===== src/rtl/reaction_pkg.sv =====
// reaction_pkg: shared widths, FSM states and seven-segment encodings for the reaction display
package reaction_pkg;
  localparam int RT_WIDTH = 12;
  localparam int BCD_DIGITS = 4;
  localparam int BCD_WIDTH = 4 * BCD_DIGITS;
  localparam logic [6:0] SEG_BLANK = 7'b1111111;
  localparam logic [6:0] SEG_DIGIT [10] = '{
    7'b1000000, 7'b1111001, 7'b0100100, 7'b0110000, 7'b0011001,
    7'b0010010, 7'b0000010, 7'b1111000, 7'b0000000, 7'b0010000
  };
  typedef enum logic [1:0] {IDLE, CONVERT, SHOW} state_t;
endpackage


===== src/rtl/bin2bcd_seq.sv =====
// bin2bcd_seq: sequential shift-add-3 binary to BCD converter, one bit per cycle
module bin2bcd_seq
  import reaction_pkg::*;
(
  input  logic                 clk,
  input  logic                 rst,
  input  logic                 start,
  input  logic [RT_WIDTH-1:0]  bin,
  output logic                 busy,
  output logic                 done,
  output logic [BCD_WIDTH-1:0] bcd
);
  localparam int CW = $clog2(RT_WIDTH + 1);
  logic [RT_WIDTH-1:0] sr;
  logic [BCD_WIDTH-1:0] acc, adj;
  logic [CW-1:0] cnt;
  always_comb begin
    adj = acc;
    for (int i = 0; i < BCD_DIGITS; i++)
      adj[4*i +: 4] = acc[4*i +: 4] >= 4'd5 ? acc[4*i +: 4] + 4'd3 : acc[4*i +: 4];
  end
  // bcd is the accumulator after the current iteration, so done and bcd are valid together
  assign bcd = {adj[BCD_WIDTH-2:0], sr[RT_WIDTH-1]};
  assign busy = cnt != '0;
  assign done = cnt == CW'(1);
  always_ff @(posedge clk) begin
    if (rst) begin
      cnt <= '0;
      acc <= '0;
      sr <= '0;
    end else if (start) begin
      cnt <= CW'(RT_WIDTH);
      acc <= '0;
      sr <= bin;
    end else if (busy) begin
      cnt <= cnt - 1'b1;
      acc <= bcd;
      sr <= sr << 1;
    end
  end
endmodule


===== src/rtl/reaction_display.sv =====
// reaction_display: latches a reaction result, converts it to BCD and scans it onto a 4-digit display
module reaction_display
  import reaction_pkg::*;
#(
  parameter int SCAN_DIV = 50000
) (
  input  logic                clk,
  input  logic                rst,
  input  logic                load,
  input  logic [RT_WIDTH-1:0] rtime,
  input  logic                slow,
  output logic [6:0]          seg,
  output logic                dp,
  output logic [3:0]          an,
  output logic                busy
);
  localparam int PW = $clog2(SCAN_DIV);
  state_t state, state_n;
  logic start, done, slow_l, disp_slow, wrap, on, idle;
  logic [BCD_WIDTH-1:0] cvt_bcd, disp_bcd;
  logic [PW-1:0] pre;
  logic [1:0] dig, nd;
  logic [3:0] nib;
  assign start = load && state != CONVERT;
  always_comb begin
    state_n = state;
    if (state == CONVERT) state_n = done ? SHOW : CONVERT;
    else if (load) state_n = CONVERT;
  end
  always_ff @(posedge clk) state <= rst ? IDLE : state_n;
  bin2bcd_seq u_cvt (
    .clk(clk),
    .rst(rst),
    .start(start),
    .bin(rtime),
    .busy(busy),
    .done(done),
    .bcd(cvt_bcd)
  );
  always_ff @(posedge clk) begin
    if (rst) begin
      slow_l <= 1'b0;
      disp_bcd <= '0;
      disp_slow <= 1'b0;
    end else begin
      if (start) slow_l <= slow;
      if (done) begin
        disp_bcd <= cvt_bcd;
        disp_slow <= slow_l;
      end
    end
  end
  // outputs are computed for the digit the scan is about to move to
  assign wrap = pre == PW'(SCAN_DIV - 1);
  assign nd = dig + 2'd1;
  assign nib = disp_bcd[{nd, 2'b00} +: 4];
  assign idle = state == IDLE;
  assign on = !idle && (nd == 2'd0 || |(disp_bcd >> {nd, 2'b00}));
  always_ff @(posedge clk) begin
    if (rst) begin
      pre <= '0;
      dig <= 2'd0;
      an <= 4'b1111;
      seg <= SEG_BLANK;
      dp <= 1'b1;
    end else begin
      pre <= wrap ? '0 : pre + 1'b1;
      if (wrap) begin
        dig <= nd;
        an <= on ? ~(4'b0001 << nd) : 4'b1111;
        seg <= on && nib <= 4'd9 ? SEG_DIGIT[nib] : SEG_BLANK;
        dp <= !(on && nd == 2'd0 && disp_slow);
      end
    end
  end
endmodule


===== config.mk =====
export PLATFORM = sky130hd
export DESIGN_NAME = reaction_display
export DESIGN_NICKNAME = d
export VERILOG_FILES = /design/src/rtl/reaction_pkg.sv /design/src/rtl/bin2bcd_seq.sv /design/src/rtl/reaction_display.sv
export SDC_FILE = /design/constraint.sdc
export NUM_CORES = 1
export LEC_CHECK = 0
export ABC_AREA = 1
export BUFFER_PORTS_ARGS = -buffer_cell sky130_fd_sc_hd__buf_2
export CAP_MARGIN = 20
export CORE_ASPECT_RATIO = 0.6
export CORE_MARGIN = 5
export CORE_UTILIZATION = 55
export DETAILED_ROUTE_END_ITERATION = 16
export PLACE_DENSITY = 0.73
export SLEW_MARGIN = 20
export SYNTH_ARGS = -nofsm -noshare
export SYNTH_HDL_FRONTEND = slang
export SYNTH_HIERARCHICAL = 1
export SYNTH_SLANG_ARGS = --single-unit

===== constraint.sdc =====
create_clock -name clk -period 2.05 [get_ports clk]
set_input_delay 0.3075 -clock clk [delete_from_list [all_inputs] [get_ports clk]]
set_output_delay 0.3075 -clock clk [all_outputs]
set_load 0.01 [all_outputs]

==> results.md <==
- The final count of pins violating max slew was 0.
- The count of vias placed by the detailed router is 3974.
- The root buffer selected by CTS is sky130_fd_sc_hd__clkbuf_16.
- The proportion of netlist area held by the largest area contributor is 37.2%.
- The H-tree was split into 3 levels.
- The initial standard-cell utilization of the core is 56.2%.
- The worst-case headroom to the max-slew limit is 57.2%.
- The most congested layer reported by global routing is met2.
- The shortest period the worst path allows is 1920 ps.
- Once detail routing completed, the nets flagged for antenna violations numbered 0.
- The clock reaches the later pin of the worst-skew pair after 330 ps.
- The last weighted congestion value of the routability-driven placer is 0.925.
- The die boundary height is 79.4 um.
- Summed over all nets, the half-perimeter wirelength after detailed placement is 6630 um.
- The buffer depth of the longest clock path is 2.
- The critical path is of the flip-flop to flip-flop type.
- In this run the power density over the cells is 934 mW/mm^2.
- The total number of placement rows is 25.
- The share of synthesized area occupied by flip-flops and latches is 37.2%.
- The count of state elements after synthesis is 82.
- The filler cells instantiated in the layout total 728.
- The final layout contains 729 nets.
- The tool flagged a number of max-cap violations equal to 0.
- The data arrival at the endpoint of the critical path is 2150 ps.
- The number of endpoints with negative hold slack in the final report is 0.
- The number of buffer cells added on primary ports is 28.
- The final count of negative-setup-slack endpoints is 0.
- In this run the count of I/O pins placed on the die edge is 29.
- The final total negative setup slack is 0 ps.
- The global router's overall resource usage is 19.6%.
- The worst setup path is launched from a flip-flop.
- Each instance of the synthesized netlist takes up on average 6.68 um^2.
- Sorting the synthesized cells by area gives the leading types as sky130_fd_sc_hd__dfxtp_1 37%, sky130_fd_sc_hd__nand2_1 12%, sky130_fd_sc_hd__inv_1 8.5%.
- The maximum number of pins on one net before global-route repair is 40.
- The number of global-route vias before repair is 3825.
- Across the VDD grid, the largest voltage drop is 0.489 mV.
- Global routing consumed, on the met1 layer, 25.6% of the routing resources.
- The leading cell type by number of instances after synthesis is sky130_fd_sc_hd__nand2_1.
- The commonest register cell after synthesis is sky130_fd_sc_hd__dfxtp_1.
- After the first detailed-routing iteration, the DRC count stood at 240.
- The horizontal die dimension is 126 um.
- The first global-routing pass estimated 16400 um of wire.
- The final critical path takes up 93.4% of the cycle.
- For this design, the sink count on the clock tree is 82.
- The TritonCTS buffer count is 9.
- The final hold slack is 223 ps.
- The slew at the pin closest to its max-slew limit is 641 ps.
- The flow ran to the end, and the final reports show no timing, DRC or antenna violations.
- The count of flip-flops with a built-in enable after synthesis is 0.
- The required time at the worst-slack endpoint is 2280 ps.
- The aggregate routed wire length is 9200 um.
- The number of antenna violations at the first check in global routing is 0.
- The number of unique standard cell types used by synthesis is 33.
- The net count after synthesis is 696.
- After synthesis, the most frequently instantiated cells are 146 x sky130_fd_sc_hd__nand2_1, 100 x sky130_fd_sc_hd__inv_1, 94 x sky130_fd_sc_hd__nor2_1.
- After detailed routing, the average wire length per cell comes to 11.4 um.
- In this run the standard cell core region covers 0.00785 mm^2.
- The count of TritonRoute iterations in the first routing pass is 5.
- The share of synthesized flip-flops with an asynchronous set or reset is 0%.
- The number of standard cells after synthesis is 660.
- The worst setup path is captured at a flip-flop.
- The met3 track demand over resource in global routing is 4.44%.
- On the final layout, the worst clock skew is 5.26 ps.
- Of the cells placed in the final design, the portion with a size suffix greater than 1 is 12.8%.
- The number of warnings reported in the yosys synthesis log is 6.
- Using the TritonRoute via totals, the vias-per-cell ratio works out to 4.93.
- The count of unresolved DRC violations after routing is 0.
- The dominant cell type by area after synthesis is sky130_fd_sc_hd__dfxtp_1.
- Setup repair after global routing left no endpoint under its margin.
- The die covers 0.00997 mm^2.
- The largest fanout of any net on the critical path is 7.
- The number of antenna diodes in the final layout is 0.
- The total of hold buffers inserted after clock tree synthesis is 0.
- TritonCTS built the clock tree.
- The analysis attributes to cell leakage a power of 2.32 nW.
- The met2 layer usage reported by global route is 32.7%.
- The total overflow left after global routing is 0.
- The class of the most critical hold timing path is primary input to flip-flop.
- The area added between synthesis and finish is 13.5%.
- The clock-pin transition on the worst setup and hold timing paths is 60 ps.
- The post-synthesis instance area is 0.00441 mm^2.
- Timing would allow up to 522 MHz.
power by group:
| part | internal (W) | switching [W] |
|---|---|---|
| clock | 0.00101 | 0.000616 |
| sequential | 0.00175 | 0.000125 |
| combinational | 0.000413 | 0.000760 |
| total | 0.00317 | 0.00150 |
worst max-delay path, stage by stage (launching register included):
cell and delay [ps]:
sky130_fd_sc_hd__dfxtp_2 330, sky130_fd_sc_hd__inv_1 130, sky130_fd_sc_hd__ha_4 230, sky130_fd_sc_hd__inv_2 60
sky130_fd_sc_hd__o211ai_1 80, sky130_fd_sc_hd__nand2_1 160, sky130_fd_sc_hd__buf_4 140, sky130_fd_sc_hd__ha_2 180
sky130_fd_sc_hd__nor2_2 50, sky130_fd_sc_hd__o21ai_2 180, sky130_fd_sc_hd__nand3_4 120, sky130_fd_sc_hd__nor2_1 110
sky130_fd_sc_hd__nor2_1 50
logic make-up after synthesis:
logic type	share of synthesized area [%]
xor+xnor	0.795
flops	37.2
fa+ha+maj	5.68
compound gates	13.4
simple gates	30.5
buf+inv	12.5
final cells by class:
cell class	count	area, um^2	share of cell area (%)
tap	108	135	2.70
clock buffer	12	256	5.13
sequential	82	1640	32.8
timing repair buffer	44	273	5.45
multi-input combinational	452	2250	45.1
inverter	104	390	7.80
clock inverter	4	50.0	1.00
state kept, by name, summed over array words and instances (netlist names):
register / flops
u_cvt/acc: 16
slow_l: 1
disp_bcd: 16
pre: 16
u_cvt/cnt: 4
dig: 2
seg: 7
u_cvt/sr: 12
state: 2
an: 4
disp_slow: 1
dp: 1
path summary, 6_finish.rpt:
kind | from | endpoint | slack, ps | cells after the start
min | rtime[0] | u_cvt/sr[0] | 220 | 3
min reg2reg | disp_slow | dp | 450 | 1
max | dig[1] | seg[5] | 130 | 12
max reg2reg | dig[1] | seg[5] | 130 | 12
layer usage:
metal / share of wire, % / vias up
met2: 44 / 66
met4: 0.89 / 0
met3: 4.3 / 9
met1: 51 / 1765
li1: - / 2134
met5: 0 / -
placed cells by master, fill, tap and decap left out, drive strengths merged:
master	n
nand2	151
inv	104
nor2	101
dfxtp	82
o21ai	76
buf	44
nand3	40
a21oi	36
ha	20
clkbuf	12
nand4	9
nor3	6
xor2	3
or2	2
nand3b	2
clkinvlp	2
o211ai	1
and2	1
xnor2	1
o21a	1
a31oi	1
bufinv	1
clkinv	1
nor3b	1
what timing repair did:
action,4_1_cts,5_1_grt
buffers inserted,0,2
setup endpoints to repair,0,11
resized for setup,0,9
through the flow:
| step | util (%) | total power (W) | setup slack, ps | area [um^2] | std cells |
|---|---|---|---|---|---|
| floorplan | - | 0.00281 | 26.4 | 4410 | 660 |
| global placement | 59.1 | 0.00299 | 124 | 4640 | 788 |
| detailed placement | 59.1 | 0.00303 | 25.6 | 4640 | 788 |
| finish | 63.7 | 0.00467 | 134 | 5000 | 806 |
| global route | 63.7 | 0.00499 | 8.81 | 5000 | 806 |
| CTS | 63.0 | 0.00467 | 10.8 | 4950 | 804 |
Note: power is estimated with default switching activity, not from simulation.
